**src/rtl/mc_pkg.sv**
```systemverilog
// mc_pkg: shared types and constants for the multi-cycle sequencer.
// Holds the state encoding, the opcodes the sequencer decodes itself,
// and the pc_src select encodings driven to the PC mux.
package mc_pkg;

  typedef enum logic [2:0] {
    ST_FETCH  = 3'd0,
    ST_DECODE = 3'd1,
    ST_EXEC   = 3'd2,
    ST_MEM    = 3'd3,
    ST_WB     = 3'd4,
    ST_HALT   = 3'd5
  } state_t;

  localparam logic [5:0] OP_BEQ   = 6'b000100;
  localparam logic [5:0] OP_BNE   = 6'b000101;
  localparam logic [5:0] OP_NOP   = 6'b111111;
  localparam logic [5:0] OP_STALL = 6'b000110;

  localparam logic [1:0] PC_INC = 2'b00;
  localparam logic [1:0] PC_BR  = 2'b01;
  localparam logic [1:0] PC_JMP = 2'b10;

endpackage

```
**src/rtl/mc_wait_timer.sv**
```systemverilog
// mc_wait_timer: memory-wait cycle counter with terminal-count flag.
// Ports: clk, rst (sync, active-low), clr (zero the count), inc (count up),
//        tc (count has reached LIMIT). Count saturates at LIMIT.
module mc_wait_timer #(
  parameter int LIMIT = 15
) (
  input  logic clk,
  input  logic rst,
  input  logic clr,
  input  logic inc,
  output logic tc
);

  localparam int W = $clog2(LIMIT + 1);

  logic [W-1:0] cnt;

  assign tc = (cnt == W'(LIMIT));

  always_ff @(posedge clk) begin
    if (!rst || clr) begin
      cnt <= '0;
    end else if (inc && !tc) begin
      cnt <= cnt + 1'b1;
    end
  end

endmodule

```
**src/rtl/mc_sequencer.sv**
```systemverilog
// mc_sequencer: multi-cycle FETCH/DECODE/EXEC/MEM/WB control for the datapath.
// Ports: decoder controls + zero flag in; memory req/ack handshake with timeout;
//        one-cycle strobes ir_load, pc_write/pc_src, rf_we, instr_done, bus_err; state for debug.
module mc_sequencer
  import mc_pkg::*;
#(
  parameter int MEM_TIMEOUT = 15
) (
  input  logic       clk,
  input  logic       rst,
  input  logic [5:0] opcode,
  input  logic       reg_write,
  input  logic       mem_read,
  input  logic       mem_write,
  input  logic       jump,
  input  logic       branch_on_eq,
  input  logic       branch_on_neq,
  input  logic       zero,
  input  logic       mem_ack,
  input  logic       hold,
  input  logic       resume,
  output logic       mem_req,
  output logic       mem_we,
  output logic       ir_load,
  output logic       pc_write,
  output logic [1:0] pc_src,
  output logic       alu_en,
  output logic       rf_we,
  output logic       instr_done,
  output logic       bus_err,
  output logic [2:0] state
);

  state_t     state_q, state_d;
  // Set once a fetch request has gone out, so a later hold cannot freeze it.
  logic       started_q, started_d;
  logic       tc, tmr_clr, tmr_inc;

  logic       mem_req_c, mem_we_c, ir_load_c, pc_write_c, alu_en_c;
  logic       rf_we_c, instr_done_c, bus_err_c;
  logic [1:0] pc_src_c;
  logic       is_br, br_taken;

  assign is_br    = (opcode == OP_BEQ) || (opcode == OP_BNE);
  assign br_taken = ((opcode == OP_BEQ) && branch_on_eq  &&  zero) ||
                    ((opcode == OP_BNE) && branch_on_neq && !zero);

  always_ff @(posedge clk) begin
    if (!rst) begin
      state_q   <= ST_FETCH;
      started_q <= 1'b0;
    end else begin
      state_q   <= state_d;
      started_q <= started_d;
    end
  end

  always_comb begin
    state_d      = state_q;
    started_d    = 1'b0;
    mem_req_c    = 1'b0;
    mem_we_c     = 1'b0;
    ir_load_c    = 1'b0;
    pc_write_c   = 1'b0;
    pc_src_c     = PC_INC;
    alu_en_c     = 1'b0;
    rf_we_c      = 1'b0;
    instr_done_c = 1'b0;
    bus_err_c    = 1'b0;

    case (state_q)
      ST_FETCH: begin
        if (started_q || !hold) begin
          mem_req_c = 1'b1;
          if (mem_ack) begin
            // Ack beats a coincident timeout.
            ir_load_c  = 1'b1;
            pc_write_c = 1'b1;
            state_d    = ST_DECODE;
          end else if (tc) begin
            // Abort: PC untouched, fetch is retried from scratch.
            mem_req_c = 1'b0;
            bus_err_c = 1'b1;
          end else begin
            started_d = 1'b1;
          end
        end
      end

      ST_DECODE: begin
        if (opcode == OP_NOP) begin
          instr_done_c = 1'b1;
          state_d      = ST_FETCH;
        end else if (opcode == OP_STALL) begin
          instr_done_c = 1'b1;
          state_d      = ST_HALT;
        end else begin
          state_d = ST_EXEC;
        end
      end

      ST_EXEC: begin
        alu_en_c = 1'b1;
        if (jump) begin
          pc_write_c   = 1'b1;
          pc_src_c     = PC_JMP;
          instr_done_c = 1'b1;
          state_d      = ST_FETCH;
        end else if (br_taken) begin
          pc_write_c   = 1'b1;
          pc_src_c     = PC_BR;
          instr_done_c = 1'b1;
          state_d      = ST_FETCH;
        end else if (is_br) begin
          instr_done_c = 1'b1;
          state_d      = ST_FETCH;
        end else if (mem_read || mem_write) begin
          state_d = ST_MEM;
        end else if (reg_write) begin
          state_d = ST_WB;
        end else begin
          instr_done_c = 1'b1;
          state_d      = ST_FETCH;
        end
      end

      ST_MEM: begin
        mem_req_c = 1'b1;
        mem_we_c  = mem_write;
        if (mem_ack) begin
          if (mem_read) begin
            state_d = ST_WB;
          end else begin
            instr_done_c = 1'b1;
            state_d      = ST_FETCH;
          end
        end else if (tc) begin
          mem_req_c = 1'b0;
          mem_we_c  = 1'b0;
          bus_err_c = 1'b1;
          state_d   = ST_FETCH;
        end
      end

      ST_WB: begin
        rf_we_c      = 1'b1;
        instr_done_c = 1'b1;
        state_d      = ST_FETCH;
      end

      ST_HALT: begin
        if (resume) begin
          state_d = ST_FETCH;
        end
      end

      default: begin
        state_d = ST_FETCH;
      end
    endcase
  end

  // Counter is held at zero whenever no request is outstanding, and zeroed on
  // any state change, so every FETCH/MEM entry (or retry) starts a fresh wait.
  assign tmr_clr = !mem_req_c || (state_d != state_q);
  assign tmr_inc = mem_req_c && !mem_ack;

  mc_wait_timer #(
    .LIMIT(MEM_TIMEOUT)
  ) u_wait_timer (
    .clk(clk),
    .rst(rst),
    .clr(tmr_clr),
    .inc(tmr_inc),
    .tc (tc)
  );

  // Reset is synchronous, so the registered state may still be mid-MEM in the
  // reset cycle; gate every output so nothing escapes while rst is low.
  assign mem_req    = rst & mem_req_c;
  assign mem_we     = rst & mem_we_c;
  assign ir_load    = rst & ir_load_c;
  assign pc_write   = rst & pc_write_c;
  assign pc_src     = rst ? pc_src_c : PC_INC;
  assign alu_en     = rst & alu_en_c;
  assign rf_we      = rst & rf_we_c;
  assign instr_done = rst & instr_done_c;
  assign bus_err    = rst & bus_err_c;
  assign state      = rst ? state_q : ST_FETCH;

endmodule

```
**config.mk**
```make
export PLATFORM = sky130hd
export DESIGN_NAME = mc_sequencer
export DESIGN_NICKNAME = d
export VERILOG_FILES = /design/src/rtl/mc_pkg.sv /design/src/rtl/mc_wait_timer.sv /design/src/rtl/mc_sequencer.sv
export SDC_FILE = /design/constraint.sdc
export NUM_CORES = 1
export LEC_CHECK = 0
export CORE_AREA = 8 8 51 53
export CTS_CLUSTER_SIZE = 40
export DETAILED_ROUTE_END_ITERATION = 10
export DIE_AREA = 0 0 59 61
export PLACE_DENSITY = 0.75
export SLEW_MARGIN = 20
export SYNTH_ARGS = -nofsm -noshare
export SYNTH_HDL_FRONTEND = slang
export SYNTH_HIERARCHICAL = 1
export SYNTH_SLANG_ARGS = --single-unit
export TNS_END_PERCENT = 50
```
**constraint.sdc**
```tcl
create_clock -name clk -period 2.4 [get_ports clk]
set_input_delay 0.6 -clock clk [delete_from_list [all_inputs] [get_ports clk]]
set_output_delay 0.6 -clock clk [all_outputs]
set_load 0.02 [all_outputs]
```
**Word level (Yosys, flattened, before mapping)**

Index checks and enable logic that the tools add are counted.

- Register bits after elaboration: 8
- Input bits: 18
- Output and inout port bits: 13
- Logic and storage cells: 94

- Add/sub/neg operators: 1
- Eq/ne operators: 11
- Muxes and demuxes: 48
- Bitwise operators: 11
- Reduce and logical (&&, ||, !) cells: 20

Operator list:

| cell | number |
|---|---|
| two-way mux 3 bit | 14 |
| two-way mux 1 bit | 26 |
| equality test 6 x 3 -> 1 bit (second input constant) | 3 |
| one-hot mux 3 bit (5 select lines) | 1 |
| AND 1 bit | 8 |
| equality test 3 x 2 -> 1 bit (second input constant) | 2 |
| equality test 3 bit (second input constant) | 2 |
| equality test 6 bit (second input constant) | 1 |
| logical AND 1 bit | 6 |
| logical NOT 1 bit | 6 |
| logical OR 1 bit | 6 |
| two-way mux 2 bit | 3 |
| one-hot mux 1 bit (2 select lines) | 3 |
| adder 4 x 1 -> 4 bit (second input constant) | 1 |
| equality test 4 bit (second input constant) | 1 |
| one-hot mux 1 bit (4 select lines) | 1 |
| OR reduction 4 bit | 1 |
| equality test 3 x 1 -> 1 bit (second input constant) | 1 |
| logical NOT 3 bit | 1 |
| != test 3 bit | 1 |
| NOT 1 bit | 3 |

**Logic depth before layout (Yosys ltp)**

Gate-level depths: netlist of run 1.

- Word-level depth: 10
- Mapped depth: 10
- Mapped depth without buffers: 10

**Cells and area by module**

Netlist of run 1, hierarchy kept.

Modules (own cells, without submodules):

| module | times used | cells an instance | area each (um^2) | seq. area each (um^2) |
|---|---|---|---|---|
| mc_sequencer | 1 | 70 | 495.5 | 80.1 |
| mc_wait_timer | 1 | 23 | 197.7 | 80.1 |

**Least setup slack after synthesis of run 1**

Ideal clock, no wire load.

- Path type: in2out
- Start: input port opcode[0]
- End: output port instr_done
- Arrival time: 2009 ps
- Data required time: 1800 ps
- Path slack: -209 ps
- Stages on the path: 4
- Buffers on the path: 0
- Cells stage by stage: or4_2 -> a21oi_1 -> a21oi_1 -> a21boi_0

- Word-level cells in the longest chain between the ends: 8
- Elaborated cells between the ends (all ways): 17
- Classes of those cells: eq/ne (4); mux (6); bitwise (1); reduce/logical (6)

Ends and longest elaborated chain:

| what | line | RTL |
|---|---|---|
| start: declaration | mc_sequencer.sv:11 | `input logic [5:0] opcode,` |
| equality test 6 x 3 -> 1 bit, on equally long branches | mc_sequencer.sv:44, mc_sequencer.sv:45, mc_sequencer.sv:46 |  |
| logical AND 1 bit, on equally long branches (2 in series) | mc_sequencer.sv:45, mc_sequencer.sv:46 |  |
| logical OR 1 bit | mc_sequencer.sv:45 | `assign br_taken = ((opcode == OP_BEQ) && branch_on_eq && zero) \|\|` |
| two-way mux 1 bit | mc_sequencer.sv:109 | `end else if (br_taken) begin` |
| two-way mux 1 bit | mc_sequencer.sv:104 | `if (jump) begin` |
| one-hot mux 1 bit (4 select lines) * | mc_sequencer.sv:71 | `case (state_q)` |
| AND 1 bit * | mc_sequencer.sv:187 | `assign instr_done = rst & instr_done_c;` |
| end: declaration | mc_sequencer.sv:29 | `output logic instr_done,` |

Every way passes the cells marked *; elsewhere a longest branch is shown, timed or not.

**Final worst setup path of run 1**

- Start: input port opcode[4]
- End: output port pc_write

- Word-level cells in the longest chain between the ends: 8
- Elaborated cells between the ends (all ways): 11
- Classes of those cells: eq/ne (2); mux (3); bitwise (1); reduce/logical (5)

Ends and longest elaborated chain:

| what | line | RTL |
|---|---|---|
| equality test 6 x 3 -> 1 bit, on equally long branches | mc_sequencer.sv:45, mc_sequencer.sv:46 |  |
| logical AND 1 bit, on equally long branches (2 in series) | mc_sequencer.sv:45, mc_sequencer.sv:46 |  |
| logical OR 1 bit * | mc_sequencer.sv:45 |  |
| two-way mux 1 bit * | mc_sequencer.sv:109 |  |
| two-way mux 1 bit * | mc_sequencer.sv:104 |  |
| one-hot mux 1 bit (2 select lines) * | mc_sequencer.sv:71 |  |
| AND 1 bit * | mc_sequencer.sv:183 | `assign pc_write = rst & pc_write_c;` |
| end: declaration | mc_sequencer.sv:25 | `output logic pc_write,` |

Marked as above.

==> results.py, run 1 <==
metrics = {
    "route": {
        "viasPerCell": 5.12,
        "ant_nets": 0,
        "firstDrtPassIters": 4,
        "routed_wl_mm": 2.44,
        "drc": 0,
        "vias": 906,
        "wl_per_cell_um": 13.8,
        "drtIter0Drc": 24,
    },
    "global_route": {
        "overflow": 0,
        "antenna_found_initial": 0,
        "track_usage": 0.142,
        "grt_start_max_net_pins": 9,
        "grt_pass1_vias": 942,
        "grt_first_pass_wirelength_mm": 4.12,
    },
    "pwr": {
        "total_power_w": 0.000381,
        "power.density_nw_per_um2": 296,
        "seq_power_share": 0.363,
        "ir_drop_mv": 0.321,
        "switching_share": 0.293,
        "power_frac_clock": 0.270,
        "internal_power_w": 0.000269,
        "p_comb_frac": 0.367,
        "p_switching_w": 0.000112,
        "power_leakage_nw": 0.608,
    },
    "floorplan": {
        "die_w_um": 59,
        "num_io_pins": 31,
        "dieArea_um2": 3600,
        "initial_core_util": 0.376,
        "num_rows": 16,
        "core_um2": 1840,
        "die_y_um": 61,
    },
    "sta": {
        "worst_pin_slew_ns": 0.382,
        "finalMaxSlewViolations": 0,
        "slew-limit-headroom": 0.745,
        "layout_min_cycle_time_ns": 2.50,
        "fin_crit_sh": 1.04,
        "finalHoldWorstSlack_ns": 0.507,
        "fin_skew_ns": 0.00628,
        "finalWorstSetupSlack_ns": -0.0955,
        "rsz0062_at_grt": "yes",
        "setup_viol": 3,
        "hold_viol": 0,
        "fmax_mhz": 401,
    },
    "synth": {
        "synth_nets": 112,
        "synth_area_um2": 693,
        "syn_avg_cell_area_um2": 7.45,
        "ys_ff_latch": 8,
        "ys.flop_type": "dfxtp_1",
        "synth_cells": 93,
        "synth.distinct_cells": 39,
        "async_reset_ff_frac": 0,
        "ys_seq_area_frac": 0.231,
        "synth_edf_count": 0,
        "ys_warn_count": 6,
    },
    "clocking": {
        "cts.sink_count": 8,
        "holdBufCountCts": 0,
        "clock_path_buffers": 2,
        "cts_tree": "yes",
        "cts_htree_levels": 1,
        "clk_pin_slew_worst_paths_ns": 0.05,
        "numCtsBuffers": 3,
        "clock_latency_ns": 0.25,
        "root_buffer": "clkbuf_4",
    },
    "placement": {
        "gp_congestion": 0.821,
        "post_dp_cell_area_um2": 1200,
        "numPortBuffers": 30,
        "dp.final_hpwl_mm": 1.90,
    },
    "layout": {
        "drive_above_1_share": 0.373,
        "antenna_cells": 0,
        "nNetsFinal": 171,
        "area_growth_syn_to_layout_pct": 85.9,
        "fillers": 161,
        "final_cell_area_um2": 1290,
        "final_common_cell": "buf_4",
        "fin_util": 0.700,
        "layout_common_cells": "buf_4 (27), nor2_1 (9), clkdlybuf4s50_1 (8), dfxtp_1 (8), dlygate4sd2_1 (7)",
    },
    "run_status": {
        "failed_checks": "negative setup slack",
        "status": "finished, violations left",
    },
    "worst_setup_path": {
        "criticalPathCategory": "in2out",
        "cp_max_fo": 3,
        "startpoint_type": "input port",
        "cp-end-kind": "primary output",
        "cp.required_ns": 1.80,
        "cp_data_arrival_time_ns": 1.90,
    },
    "job": {
        "cap_viol_max_count": 0,
    },
    "hold_path": {
        "hp-class": "reg2reg",
    },
}
==> final timing paths <==
path / endpoint / start / slack [ns] / cells after the start
worst max-delay path: pc_write / opcode[4] / -0.1 / 6
worst min-delay path: u_wait_timer/cnt[3] / u_wait_timer/cnt[3] / 0.51 / 2
worst max register to register: u_wait_timer/cnt[3] / u_wait_timer/cnt[1] / 0.38 / 11
worst min register to register: u_wait_timer/cnt[3] / u_wait_timer/cnt[3] / 0.51 / 2
==> cell type report <==
type | count | area [um^2] | area share
Clock buffer | 3 | 22.5 | 0.0175
Inverter | 4 | 15.0 | 0.0117
Multi-Input combinational cell | 78 | 566 | 0.439
Sequential cell | 8 | 160 | 0.124
Tap cell | 27 | 33.8 | 0.0262
Timing Repair Buffer | 57 | 492 | 0.382
==> through the flow <==
step | setup slack, ns | std cells | setup TNS [ns]
3_5_place_dp | -0.963 | 171 | -7.72
3_3_place_gp | -0.936 | 171 | -6.91
5_1_grt | -0.142 | 177 | -0.388
6_report | -0.0955 | 177 | -0.203
2_1_floorplan | 0.0272 | 93 | 0
4_1_cts | -0.0908 | 175 | -0.172
==> Yosys cell counts (2+ instances only) <==
library cell | number | area share
nand4b_1 | 2 | 0.025
and3_1 | 4 | 0.036
nor2_1 | 9 | 0.049
nand2b_1 | 4 | 0.036
o31a_1 | 2 | 0.025
clkbuf_1 | 2 | 0.011
nor3_1 | 3 | 0.022
a21boi_1 | 2 | 0.022
or4b_4 | 2 | 0.040
and3b_1 | 2 | 0.025
and2_1 | 5 | 0.045
dfxtp_1 | 8 | 0.23
nor2b_1 | 3 | 0.027
nand3b_1 | 2 | 0.022
nand3_1 | 3 | 0.022
inv_1 | 3 | 0.016
a21oi_1 | 4 | 0.029
o21ai_0 | 3 | 0.022
o21a_1 | 3 | 0.032
nand2_1 | 6 | 0.032
nand4_1 | 3 | 0.027
==> power groups by stage <==
stage	logic (W)	registers, W	clock network [W]
after floorplan	0.0000508	0.000141	0
after global placement	0.000129	0.000141	0
after detailed placement	0.000132	0.000141	0
after CTS	0.000137	0.000138	0.000106
after global routing	0.000152	0.000139	0.000113
final	0.000140	0.000138	0.000103
==> worst max-delay path, cell delays in order <==
cell	delay [ns]
buf_6	0.09
or4b_4	0.57
a211oi_4	0.25
o21a_1	0.13
o21a_1	0.13
buf_6	0.12
==> sequential cells by signal, summed over array words and instances, names as in the netlist <==
signal and count:
started_q 1, state_q 3, u_wait_timer/cnt 4
==> logic make-up after synthesis <==
group                      count (synthesis)  synth area share
buffers and inverters                      7            0.0397
DFF                                        8             0.231
adders and majority gates                  1            0.0180
and+or+nand+nor                           53             0.462
AOI/OAI and AO/OA                         24             0.249
==> layer usage <==
layer	track usage	up-vias	part of all wire
li1	-	460	-
met1	0.144	415	0.42
met2	0.273	29	0.51
met3	0.0424	2	0.070
met4	0.0444	0	0.0037
met5	0	-	0
==> timing repair <==
| item | CTS | global route |
|---|---|---|
| endpoints found under the setup margin | 17 | 11 |
| buffers inserted | 1 | 2 |
| pin swaps | 8 | 5 |
| resized for setup | 67 | 6 |
| endpoints found under the hold margin | 0 | 0 |
Note: power is estimated with default switching activity, not from simulation.
==> run 2: changes to the inputs <==
--- a/config.mk
+++ b/config.mk
@@ -5,10 +5,10 @@
 export SDC_FILE = /design/constraint.sdc
 export NUM_CORES = 1
 export LEC_CHECK = 0
-export CORE_AREA = 8 8 51 53
+export CORE_AREA = 2 2 45 47
 export CTS_CLUSTER_SIZE = 40
 export DETAILED_ROUTE_END_ITERATION = 10
-export DIE_AREA = 0 0 59 61
+export DIE_AREA = 0 0 47 49
 export PLACE_DENSITY = 0.75
 export SLEW_MARGIN = 20
 export SYNTH_ARGS = -nofsm -noshare
==> run 2 against run 1 <==
Effect of this change: the run still ends with negative setup slack left; cell area is 1.4% lower; via count increased by 2.5%; non-clock buffer count unchanged; fmax is 0.96% higher; sequential cell count stayed put; die area shrank 36%; sequential share of layout area grew 0.17 points; total power rose by 0.61%; cell count unchanged; worst setup slack gained 0.024 ns; largest cell class unchanged.
==> results.py, run 2 (same netlist as run 1, synthesis figures left out) <==
metrics = {
    "run_status": {
        "status": "finished, violations left",
        "failed_checks": "negative setup slack",
    },
    "layout": {
        "drive_above_1_share": 0.407,
        "top_regs": "u_wait_timer/cnt: 4 flops, state_q: 3 flops, started_q: 1 flops",
        "layout_common_cells": "buf_4 (27), nor2_1 (9), clkdlybuf4s50_1 (9), dfxtp_1 (8)",
        "antenna_cells": 0,
        "final_common_cell": "buf_4",
        "regMostFlops": "u_wait_timer/cnt",
        "area_growth_syn_to_layout_pct": 83.4,
        "nNetsFinal": 171,
        "final_cell_area_um2": 1270,
        "largest_register_ffs": 4,
    },
    "worst_setup_path": {
        "cp_data_arrival_time_ns": 1.87,
        "r2r-start": "state_q[1]",
        "startpoint_type": "input port",
        "reg2reg_slack_ns": 0.34,
        "worstReg2RegEnd": "u_wait_timer/cnt[3]",
        "cp.required_ns": 1.80,
        "cp-startpoint": "opcode[4]",
        "rr_worst_depth": 9,
        "cp-end-kind": "primary output",
        "criticalPathCategory": "in2out",
        "cp_max_fo": 2,
    },
    "floorplan": {
        "die_y_um": 49,
        "dieArea_um2": 2300,
        "initial_core_util": 0.376,
        "die_w_um": 47,
        "num_rows": 16,
        "core_um2": 1840,
        "num_io_pins": 31,
    },
    "sta": {
        "layout_min_cycle_time_ns": 2.47,
        "fmax_mhz": 405,
        "fin_crit_sh": 1.03,
        "worst_pin_slew_ns": 0.324,
        "finalHoldWorstSlack_ns": 0.501,
        "finalMaxSlewViolations": 0,
        "slew-limit-headroom": 0.783,
        "rsz0062_at_grt": "yes",
        "finalWorstSetupSlack_ns": -0.0717,
        "hold_viol": 0,
        "fin_skew_ns": 0.00782,
        "totalNegativeSetupSlack_ns": -0.0854,
        "setup_viol": 2,
    },
    "clocking": {
        "clock_latency_ns": 0.25,
        "clk_pin_slew_worst_paths_ns": 0.05,
        "root_buffer": "clkbuf_4",
        "clock_path_buffers": 2,
        "cts.sink_count": 8,
        "numCtsBuffers": 3,
        "cts_tree": "yes",
        "cts_htree_levels": 1,
    },
    "route": {
        "drtIter0Drc": 5,
        "viasPerCell": 5.25,
        "drc": 0,
        "firstDrtPassIters": 4,
        "vias": 929,
        "routed_wl_mm": 2.37,
        "ant_nets": 0,
        "wl_per_cell_um": 13.4,
    },
    "placement": {
        "gp_congestion": 0.769,
        "dp.final_hpwl_mm": 1.74,
        "post_dp_cell_area_um2": 1180,
        "numPortBuffers": 30,
    },
    "global_route": {
        "overflow": 0,
        "grt_pass1_vias": 941,
        "grt_start_max_net_pins": 9,
        "antenna_found_initial": 0,
        "grt_first_pass_wirelength_mm": 3.71,
        "track_usage": 0.209,
    },
    "hold_path": {
        "hp-class": "reg2reg",
        "hold_end": "u_wait_timer/cnt[3]",
        "hp-start": "u_wait_timer/cnt[3]",
        "hold_path_depth": 2,
    },
    "pwr": {
        "power_leakage_nw": 0.599,
        "power.density_nw_per_um2": 302,
        "ir_drop_mv": 0.333,
    },
    "job": {
        "cap_viol_max_count": 0,
    },
}
[run 2: timing repair]
item	in CTS	in global routing
pin swaps	5	9
hold buffers	0	0
buffers inserted	2	3
endpoints found under the setup margin	17	13
gates resized for setup	66	18
gates cloned	0	0
[run 2: cell type report]
cell class                      count  area [um^2]
Fill cell                         163          571
Multi-Input combinational cell     78          574
Sequential cell                     8          160
Timing Repair Buffer               57          465
Inverter                            4         15.0
Tap cell                           27         33.8
Clock buffer                        3         22.5
[run 2: metrics by stage]
stage / instances / total power (W) / worst slack (ns) / util
floorplan: 93 / 0.000192 / 0.0272 / -
global placement: 169 / 0.000267 / -0.928 / 0.643
detailed placement: 169 / 0.000270 / -0.940 / 0.643
CTS: 174 / 0.000379 / -0.0844 / 0.677
global route: 177 / 0.000406 / -0.112 / 0.690
finish: 177 / 0.000383 / -0.0717 / 0.690
[run 2: per-layer routing]
layer,share of wire,vias up,GRT usage
met4,0.019,0,0.0926
met5,0,-,0
li1,-,463,-
met2,0.52,32,0.374
met1,0.39,428,0.228
met3,0.071,6,0.0296
[run 2: how the worst max path moves through the flow]
stage	to	depth (start not counted)
after CTS	pc_write	6
after global placement	instr_done	6
after global routing	instr_done	7
final	instr_done	7
after detailed placement	instr_done	6
after floorplan	instr_done	4
[run 2: report_power, final]
group	switching, W	leakage [nW]	internal, W
logic	0.0000660	0.520	0.0000771
registers	0.00000220	0.0648	0.000137
clock network	0.0000443	0.0138	0.0000571
total	0.000113	0.599	0.000271
[run 2: critical path, stage by stage]
cell      delay, ns
buf_6          0.09
buf_6          0.10
or4_4          0.54
a21oi_4        0.18
a21oi_2        0.08
a21boi_2       0.14
buf_6          0.13
==> run 3: changes to the inputs <==
--- a/config.mk
+++ b/config.mk
@@ -6,7 +6,6 @@
 export NUM_CORES = 1
 export LEC_CHECK = 0
 export CORE_AREA = 2 2 45 47
-export CTS_CLUSTER_SIZE = 40
 export DETAILED_ROUTE_END_ITERATION = 10
 export DIE_AREA = 0 0 47 49
 export PLACE_DENSITY = 0.75
==> results of run 3 <==
Final layout, timing and power as in run 2 (identical DEF).
